--- src/rtl/pattern_seq_pkg.sv ---
// pattern_seq_pkg: shared widths and FSM state type for pattern_seq_ctrl
package pattern_seq_pkg;
  localparam int WORD_W   = 8;
  localparam int ADDR_W   = 4;
  localparam int BITCNT_W = 3;
  typedef enum logic [1:0] {IDLE, LOAD, SHIFT, DONE} state_t;
endpackage

--- src/rtl/pattern_seq_ctrl_if.sv ---
// pattern_seq_ctrl_if: run control, memory and serial lines; master = requester/memory side, slave = controller (loop exists only with PSC_LOOP_EN)
interface pattern_seq_ctrl_if;
  import pattern_seq_pkg::*;
  logic              start;
  logic              abort;
  logic [ADDR_W-1:0] start_addr;
  logic [ADDR_W-1:0] word_count;
  logic [ADDR_W-1:0] mem_addr;
  logic [WORD_W-1:0] mem_data;
  logic              serial_out;
  logic              serial_valid;
  logic              busy;
  logic              done;
`ifdef PSC_LOOP_EN
  logic              loop;
`endif
  modport master (
`ifdef PSC_LOOP_EN
    output loop,
`endif
    output start, abort, start_addr, word_count, mem_data,
    input  mem_addr, serial_out, serial_valid, busy, done
  );
  modport slave (
`ifdef PSC_LOOP_EN
    input  loop,
`endif
    input  start, abort, start_addr, word_count, mem_data,
    output mem_addr, serial_out, serial_valid, busy, done
  );
endinterface

--- src/rtl/psc_word_shifter.sv ---
// psc_word_shifter: holds one pattern word and a bit counter; i_load captures i_data, i_shift advances, o_bit is the selected bit, o_last flags bit 7
module psc_word_shifter
  import pattern_seq_pkg::*;
#(
  parameter bit LSB_FIRST = 1'b1
) (
  input  logic              clock,
  input  logic              clear_n,
  input  logic              i_load,
  input  logic              i_shift,
  input  logic [WORD_W-1:0] i_data,
  output logic              o_bit,
  output logic              o_last
);
  logic [WORD_W-1:0]   r_word;
  logic [BITCNT_W-1:0] r_cnt;
  always_ff @(posedge clock or negedge clear_n)
    if (!clear_n) begin
      r_word <= '0;
      r_cnt  <= '0;
    end else if (i_load) begin
      r_word <= i_data;
      r_cnt  <= '0;
    end else if (i_shift)
      r_cnt <= r_cnt + BITCNT_W'(1);
  // ~r_cnt equals 7 - r_cnt for a 3-bit count, giving MSB-first order
  assign o_bit  = LSB_FIRST ? r_word[r_cnt] : r_word[~r_cnt];
  assign o_last = &r_cnt;
endmodule

--- src/rtl/pattern_seq_ctrl.sv ---
// pattern_seq_ctrl: plays memory words out serially; clock, clear_n (async low) plus bus (slave modport); PSC_LOOP_EN adds looped replay
module pattern_seq_ctrl
  import pattern_seq_pkg::*;
#(
  parameter bit LSB_FIRST = 1'b1
) (
  input  logic               clock,
  input  logic               clear_n,
  pattern_seq_ctrl_if.slave  bus
);
  state_t            r_state;
  logic [ADDR_W-1:0] r_addr;
  logic [ADDR_W-1:0] r_rem;
  logic              r_valid;
  logic              r_busy;
  logic              r_done;
`ifdef PSC_LOOP_EN
  logic [ADDR_W-1:0] r_base;
  logic [ADDR_W-1:0] r_len;
`endif
  logic w_bit;
  logic w_last;
  logic w_load;
  logic w_shift;
  assign w_load  = (r_state == LOAD)  && !bus.abort;
  assign w_shift = (r_state == SHIFT) && !bus.abort;
  psc_word_shifter #(.LSB_FIRST(LSB_FIRST)) u_shifter (
    .clock   (clock),
    .clear_n (clear_n),
    .i_load  (w_load),
    .i_shift (w_shift),
    .i_data  (bus.mem_data),
    .o_bit   (w_bit),
    .o_last  (w_last)
  );
  always_ff @(posedge clock or negedge clear_n)
    if (!clear_n) begin
      r_state <= IDLE;
      r_addr  <= '0;
      r_rem   <= '0;
      r_valid <= 1'b0;
      r_busy  <= 1'b0;
      r_done  <= 1'b0;
`ifdef PSC_LOOP_EN
      r_base  <= '0;
      r_len   <= '0;
`endif
    end else begin
      r_done <= 1'b0;
      case (r_state)
        IDLE:
          if (bus.start && !bus.abort) begin
            r_addr  <= bus.start_addr;
            r_rem   <= bus.word_count;
`ifdef PSC_LOOP_EN
            r_base  <= bus.start_addr;
            r_len   <= bus.word_count;
`endif
            r_busy  <= 1'b1;
            r_state <= LOAD;
          end
        LOAD:
          if (bus.abort) begin
            r_busy  <= 1'b0;
            r_state <= IDLE;
          end else begin
            r_valid <= 1'b1;
            r_state <= SHIFT;
          end
        SHIFT:
          if (bus.abort) begin
            r_valid <= 1'b0;
            r_busy  <= 1'b0;
            r_state <= IDLE;
          end else if (w_last) begin
            r_valid <= 1'b0;
            if (r_rem != '0) begin
              r_addr  <= r_addr + ADDR_W'(1);
              r_rem   <= r_rem - ADDR_W'(1);
              r_state <= LOAD;
            end
`ifdef PSC_LOOP_EN
            else if (bus.loop) begin
              r_addr  <= r_base;
              r_rem   <= r_len;
              r_done  <= 1'b1;
              r_state <= LOAD;
            end
`endif
            else begin
              r_busy  <= 1'b0;
              r_done  <= 1'b1;
              r_state <= DONE;
            end
          end
        default: r_state <= IDLE;
      endcase
    end
  assign bus.mem_addr     = r_addr;
  assign bus.serial_out   = r_valid & w_bit;
  assign bus.serial_valid = r_valid;
  assign bus.busy         = r_busy;
  assign bus.done         = r_done;
endmodule

--- src/flat_wrapper.sv ---
// flat-port wrapper written by rule: the top's interface ports become plain ports
module pattern_seq_ctrl_flat import pattern_seq_pkg::*;
#(
  parameter bit LSB_FIRST = 1'b1
)
  (clock, clear_n, bus_start, bus_abort, bus_start_addr, bus_word_count, bus_mem_data, bus_mem_addr, bus_serial_out, bus_serial_valid, bus_busy, bus_done);
  pattern_seq_ctrl_if bus_i ();
  input  logic clock;
  input  logic clear_n;
  input wire logic [$bits(bus_i.start)-1:0] bus_start;
  input wire logic [$bits(bus_i.abort)-1:0] bus_abort;
  input wire logic [$bits(bus_i.start_addr)-1:0] bus_start_addr;
  input wire logic [$bits(bus_i.word_count)-1:0] bus_word_count;
  input wire logic [$bits(bus_i.mem_data)-1:0] bus_mem_data;
  output wire logic [$bits(bus_i.mem_addr)-1:0] bus_mem_addr;
  output wire logic [$bits(bus_i.serial_out)-1:0] bus_serial_out;
  output wire logic [$bits(bus_i.serial_valid)-1:0] bus_serial_valid;
  output wire logic [$bits(bus_i.busy)-1:0] bus_busy;
  output wire logic [$bits(bus_i.done)-1:0] bus_done;
  assign bus_i.start = bus_start;
  assign bus_i.abort = bus_abort;
  assign bus_i.start_addr = bus_start_addr;
  assign bus_i.word_count = bus_word_count;
  assign bus_i.mem_data = bus_mem_data;
  assign bus_mem_addr = bus_i.mem_addr;
  assign bus_serial_out = bus_i.serial_out;
  assign bus_serial_valid = bus_i.serial_valid;
  assign bus_busy = bus_i.busy;
  assign bus_done = bus_i.done;
  pattern_seq_ctrl #(.LSB_FIRST(LSB_FIRST)) u_core (.clock(clock), .clear_n(clear_n), .bus(bus_i));
endmodule
--- config.mk ---
export PLATFORM = sky130hd
export DESIGN_NAME = pattern_seq_ctrl_flat
export DESIGN_NICKNAME = d
export VERILOG_FILES = /design/src/rtl/pattern_seq_pkg.sv /design/src/rtl/pattern_seq_ctrl_if.sv /design/src/rtl/psc_word_shifter.sv /design/src/rtl/pattern_seq_ctrl.sv /design/src/flat_wrapper.sv
export SDC_FILE = /design/constraint.sdc
export NUM_CORES = 1
export LEC_CHECK = 0
export ABC_CLOCK_PERIOD_IN_PS = 2350
export CORE_ASPECT_RATIO = 1.25
export CORE_MARGIN = 2
export CORE_UTILIZATION = 31
export DETAILED_ROUTE_END_ITERATION = 7
export PLACE_DENSITY = 0.61
export SYNTH_ARGS = -nofsm -noshare
export SYNTH_HDL_FRONTEND = slang
export SYNTH_SLANG_ARGS = --single-unit
--- constraint.sdc ---
create_clock -name clock -period 2.35 [get_ports clock]
set_input_delay 0.705 -clock clock [delete_from_list [all_inputs] [get_ports clock]]
set_output_delay 0.705 -clock clock [all_outputs]
set_load 0.01 [all_outputs]
==> results.sh <==
export IMPL_status="finished clean"
export IMPL_fin_nets=236
export IMPL_cp_max_fo=3
export IMPL_finalClockSkew_ns=0.00840
export IMPL_port_buffers=27
export IMPL_synth_area_per_cell_um2=9.79
export IMPL_worstSetupPathType="register to output pin"
export IMPL_crit_family="multiplexers"
export IMPL_routed_wl_mm=4.10
export IMPL_setup_violations_final=0
export IMPL_grt_pass1_wl_mm=6.83
export IMPL_tightestPinTransition_ns=0.375
export IMPL_start_kind="register"
export IMPL_p_per_area_mw_per_mm2=1120
export IMPL_ir_worst_vdd_v=0.000567
export IMPL_maxCapViolCount=0
export IMPL_grt_pass1_vias=1491
export IMPL_grt_overflow=0
export IMPL_relSlewSlack=0.744
export IMPL_final_cell_mix="clkdlybuf4s50_1 (26), dfrtp_1 (24), buf_4 (18)"
export IMPL_synth_edf_count=0
export IMPL_drive_above_1_share=0.208
export IMPL_power_leakage_nw=0.916
export IMPL_rows=29
export IMPL_grt_max_degree=25
export IMPL_initial_utilization=0.323
export IMPL_firstDrtPassIters=4
export IMPL_synthCells=169
export IMPL_clockRootBuffer="clkbuf_8"
export IMPL_worst_slack_ns=0.0654
export IMPL_cp_buffers_inverters=1
export IMPL_dieArea_mm2=0.00594
export IMPL_max_stage_delay_ns=0.52
export IMPL_drcViolationCount=0
export IMPL_ys_types=52
export IMPL_cts_buffer_depth=2
export IMPL_endpoint_kind="output pin"
export IMPL_clk_latency_ns=0.27
export IMPL_clkSinkCount=24
export IMPL_layout_commonest_cell="clkdlybuf4s50_1"
export IMPL_synth_ff_type="dfrtp_1"
export IMPL_synth_nets=197
export IMPL_vias=1437
export IMPL_grt_usage=0.143
export IMPL_layout_cells_non_filler=269
export IMPL_netlist_area_mm2=0.00165
export IMPL_place_inst=264
export IMPL_maxSlewViolCount=0
export IMPL_timing_final_crit_share=0.972
export IMPL_cts_tree="built"
export IMPL_hold_viol_final=0
export IMPL_vias_per_cell=5.34
export IMPL_area_growth_pct=29.3
export IMPL_cts_buffers=3
export IMPL_ioPinCount=28
export IMPL_cts_hold_fix_buffers=0
export IMPL_place_gp_congestion=0.811
export IMPL_wl_per_cell_um=15.2
export IMPL_ant_nets=0
export IMPL_hp_class="register to register"
export IMPL_timing_fmax_ghz=0.438
export IMPL_htree_levels=1
export IMPL_seq_area_frac_synth=0.363
export IMPL_die_x_um=69.3
export IMPL_rsz0062_at_grt="yes"
export IMPL_pre_cts_slack_ns=-0.0631
export IMPL_crit_chain="mux4_2 > mux2i_1 > nor2b_1 > buf_2"
export IMPL_slowest_stage="mux4_2"
export IMPL_report_power_total_mw=2.40
export IMPL_post_dp_hpwl_mm=3.12
export IMPL_initialDrtViolationCount=78
export IMPL_post_route_min_period_ns=2.28
export IMPL_antennaDiodeCount=0
export IMPL_critPathRequiredTime_ns=1.64
export IMPL_core_area_mm2=0.00512
export IMPL_arrival_ns=1.58
export IMPL_yosysWarnings=0
export IMPL_antenna_found_initial=0
export IMPL_clk_pin_slew_ns=0.10
export IMPL_synth_ff_latch_count=24
export IMPL_die_y_um=85.7
export IMPL_ys_async_sr_fraction=1.00
-- final cells by class --
type | instances | area, µm²
Inverter | 9 | 33.8
Clock inverter | 1 | 30.0
Fill cell | 506 | 2980
Multi-Input combinational cell | 125 | 956
Sequential cell | 24 | 601
Timing Repair Buffer | 45 | 400
Clock buffer | 3 | 41.3
Tap cell | 62 | 77.6
-- per-layer routing --
layer | track usage | part of all wire | vias to the layer above
met2 | 0.278 | 0.54 | 29
met5 | 0 | 0 | -
li1 | - | - | 696
met4 | 0.0321 | 0.0083 | 0
met1 | 0.163 | 0.42 | 708
met3 | 0.0212 | 0.037 | 4
-- final timing paths --
kind / from / to / slack, ns / cells after the start
worst min-delay path: u_core.u_shifter.r_word[3]$_DFFE_PN0P_ / u_core.u_shifter.r_word[3]$_DFFE_PN0P_ / 0.51 / 1
worst min register to register: u_core.u_shifter.r_word[3]$_DFFE_PN0P_ / u_core.u_shifter.r_word[3]$_DFFE_PN0P_ / 0.51 / 1
worst max register to register: u_core.u_shifter.r_cnt[0]$_DFFE_PN0P_ / u_core.r_rem[2]$_DFFE_PN0P_ / 0.24 / 8
max in group asynchronous: clear_n / u_core.r_rem[3]$_DFFE_PN0P_ / 1.32 / 2
min in group asynchronous: clear_n / u_core.u_shifter.r_word[5]$_DFFE_PN0P_ / 0.78 / 2
worst max-delay path: u_core.u_shifter.r_cnt[0]$_DFFE_PN0P_ / bus_serial_out / 0.07 / 4
-- flip-flops by register name, indices dropped and copies added (netlist names) --
register and flops:
u_core.bus.done 1, u_core.u_shifter.r_word 8, u_core.bus.mem_addr 4, u_core.bus.serial_valid 1
u_core.bus.busy 1, u_core.r_rem 4, u_core.u_shifter.r_cnt 3, u_core.r_state 2
-- synthesized netlist by cell type, types with 2 or more instances --
cell type	instances	area [µm²]
nand2b_1	4	25.0
a22oi_1	5	37.5
and3_1	2	12.5
nor4_1	2	12.5
buf_2	3	15.0
a221oi_1	3	26.3
ha_1	8	100
nand2_1	12	45.0
o21ai_0	15	75.1
mux2i_1	4	40.0
nor3_1	3	15.0
a21oi_1	4	20.0
mux4_2	2	45.0
nor2b_1	2	12.5
buf_4	3	22.5
nor2_1	12	45.0
dfrtp_1	24	601
o211ai_1	2	15.0
clkbuf_1	4	15.0
clkinv_1	2	7.51
a211oi_1	3	22.5
nand3_1	4	20.0
inv_1	7	26.3
mux2_2	8	90.1
xnor2_1	3	26.3
or3_1	2	12.5
-- cells by family after synthesis --
family                     after synthesis  share of synthesized area
and+or+nand+nor                         51                      0.178
AOI/OAI and AO/OA                       48                      0.213
DFF                                     24                      0.363
buffers and inverters                   20                     0.0590
muxes                                   14                      0.106
adders and majority gates                8                     0.0605
xor gates and xnor gates                 4                     0.0212
-- where the power goes --
group | total (mW) | switching (mW) | leakage, nW | internal [mW]
registers | 0.807 | 0.204 | 0.277 | 0.604
logic | 1.22 | 0.558 | 0.603 | 0.664
clock network | 0.373 | 0.145 | 0.0357 | 0.228
total | 2.40 | 0.907 | 0.916 | 1.50
-- repair_timing --
| action | in CTS | in global routing |
|---|---|---|
| endpoints found under the setup margin | 1 | 1 |
| hold endpoints to repair | 0 | 0 |
| setup buffers | 1 | 0 |
| gates resized for setup | 4 | 0 |
-- stage by stage --
| stage | setup TNS, ns | hold slack, ns | utilization | instance area (µm²) |
|---|---|---|---|---|
| final | 0 | 0.514 | 0.418 | 2140 |
| after global routing | -0.0206 | 0.535 | 0.418 | 2140 |
| after CTS | 0 | 0.517 | 0.418 | 2140 |
| after detailed placement | -0.0848 | 0.496 | 0.404 | 2070 |
| after global placement | -0.0232 | 0.489 | 0.404 | 2070 |
| after floorplan | 0 | 0.409 | - | 1650 |
Note: power is estimated with default switching activity, not from simulation.
==> RTL edit 1 (config.mk and constraints unchanged) <==
Set the package constant `BITCNT_W` to 4 (it was 3).
--- a/src/rtl/pattern_seq_pkg.sv
+++ b/src/rtl/pattern_seq_pkg.sv
@@ -3,5 +3,5 @@
   localparam int WORD_W   = 8;
   localparam int ADDR_W   = 4;
-  localparam int BITCNT_W = 3;
+  localparam int BITCNT_W = 4;
   typedef enum logic [1:0] {IDLE, LOAD, SHIFT, DONE} state_t;
 endpackage
Function: same outputs for any inputs over 10 cycles, from zero or initial values; that may be too few to reach the edited logic, so the function may still have changed.
==> RTL edit 1 against the original RTL <==
  * Total power down 16%
  * Setup slack improved by 0.053 ns
  * Critical path depth did not move
  * Sequential cell count grew 1
  * Wire length is 33% lower
  * Final area down 12%
  * Synthesized cell count fell by 29%
  * Area after synthesis is 14% lower
  * Critical path type unchanged
  * Largest power group unchanged
==> RTL edit 1: results (changes against the original RTL) <==
- The worst hold path depth was 2 (+1).
- The worst-case clock skew came to 0.00275 ns (-0.00565 ns).
- The destination of the worst hold path is u_core.bus.busy$_DFFE_PN0P_.
- The flip-flop and latch power was 776 uW (-3.8%).
- By area the synthesized netlist is led by sky130_fd_sc_hd__dfrtp_1 44%, sky130_fd_sc_hd__mux2_2 7.1%, sky130_fd_sc_hd__ha_1 6.1%.
- The wire length of the first global-routing pass is 4890 um (-28%).
- The number of H-tree levels is 1 (unchanged).
- The cell depth of the worst flop-to-flop path is 7 (-1).
- The portion of the layout cell area used by clock cells is 2.39% (-0.94 points).
- The violation count after the first detailed-routing iteration came to 13 (-83%).
- The worst endpoint data arrival time is 1.53 ns (-0.05 ns).
- The number of flip-flops under the largest register name is 8 (unchanged).
- The endpoint identified for the worst register-to-register timing path is u_core.bus.mem_addr[3]$_DFFE_PN0P_.
- The number of placed cells counting well taps is 211 (-20%).
- The fill cell instance count of the final layout is 431 (-15%).
- The count of inverters other than clock inverters in the layout was 7 (-2).
- The launch instance of the worst min-delay path is u_core.bus.busy$_DFFE_PN0P_.
- The number of buffers added for setup after CTS is 1 (unchanged).
- The largest net degree at the start of global routing is 26 (+4.0%).
- The flow ran to the end, and the final reports show no timing, DRC or antenna violations.
- The area taken by flip-flops and latches is 626 um2 (+4.2%).
- The portion of the post-synthesis area used by sequential elements is 43.9% (+7.6 points).
- The power drawn by the combinational cells is 982 uW (-20%).
- The count of buffers not belonging to the clock network in the layout is 37 (-18%).
- The maximum vdd ir drop was 0.000439 V (-23%).
- The final net count is 186 (-21%).
- The number of unique standard cell types used by synthesis came to 37 (-29%).
- The slack of the worst reg-to-reg path is 0.38 ns (+0.14 ns).
- The share of cell area taken by multi-input logic gates is 40.4% (-4.3 points).
- The standby leakage power was 0.812 nW (-11%).
- The relative max-transition margin is 71.4% (-3.0 points).
- The average wire per cell in the routed design is 12.7 um (-16%).
- The number of global-route vias before repair is 1091 (-27%).
- The global-route usage over all layers was 12.0% (-2.3 points).
- The clock-pin slew on the worst setup and hold paths came to 0.08 ns (-0.02 ns).
- The routed via count was 1026 (-29%).
- The switching portion of total power is 34.4% (-3.4 points).
- The share of post-route cells with drive strength above 1 is 22.8% (+2.0 points).
- The number of flip-flops and latches in the synthesized netlist came to 25 (+4.2%).
- The post-synth net total was 147 (-25%).
- The routability-driven placement congestion ratio is 0.780 (-3.8%).
- The routed wire length is 2750 um (-33%).
- The HPWL after detailed placement is 2170 um (-30%).
- The slowest cell on the critical path is sky130_fd_sc_hd__mux4_2.
- Ranked by instance count, the synthesized netlist is headed by 25 x sky130_fd_sc_hd__dfrtp_1, 9 x sky130_fd_sc_hd__mux2_2, 9 x sky130_fd_sc_hd__nor2_1.
- The clock buffer instance count of the final layout is 4 (+1).
- The buffering overhead is 18.8% (+0.037 points).
- The count of port buffers added during placement is 27 (unchanged).
- The count of multi-input gates is 85 (-32%).
-- RTL edit 1: through the flow --
stage / cell area [um2] / power (mW) / setup slack (ns) / hold slack, ns
finish: 1880 / 2.01 / 0.118 / 0.496
global route: 1880 / 2.17 / 0.00844 / 0.530
CTS: 1880 / 2.04 / 0.0847 / 0.504
detailed placement: 1830 / 1.79 / 0.0285 / 0.483
global placement: 1830 / 1.75 / 0.0472 / 0.476
floorplan: 1430 / 1.42 / 0.497 / 0.409
-- RTL edit 1: per-layer routing --
metal  share of wire [%]  track usage (%)  up-vias
li1                    -                -      500
met1                  40             13.4      502
met2                  54             22.6       22
met3                 4.7             1.83        2
met4                 1.5             4.47        0
met5                   0                0        -
-- RTL edit 1: logic make-up after synthesis --
kind of cell               synth area share (%)
and+or+nand+nor                            14.0
DFF                                        43.9
muxes                                      19.1
AOI/OAI and AO/OA                          9.75
buffers and inverters                      2.81
xor gates and xnor gates                   4.30
adders and majority gates                  6.15
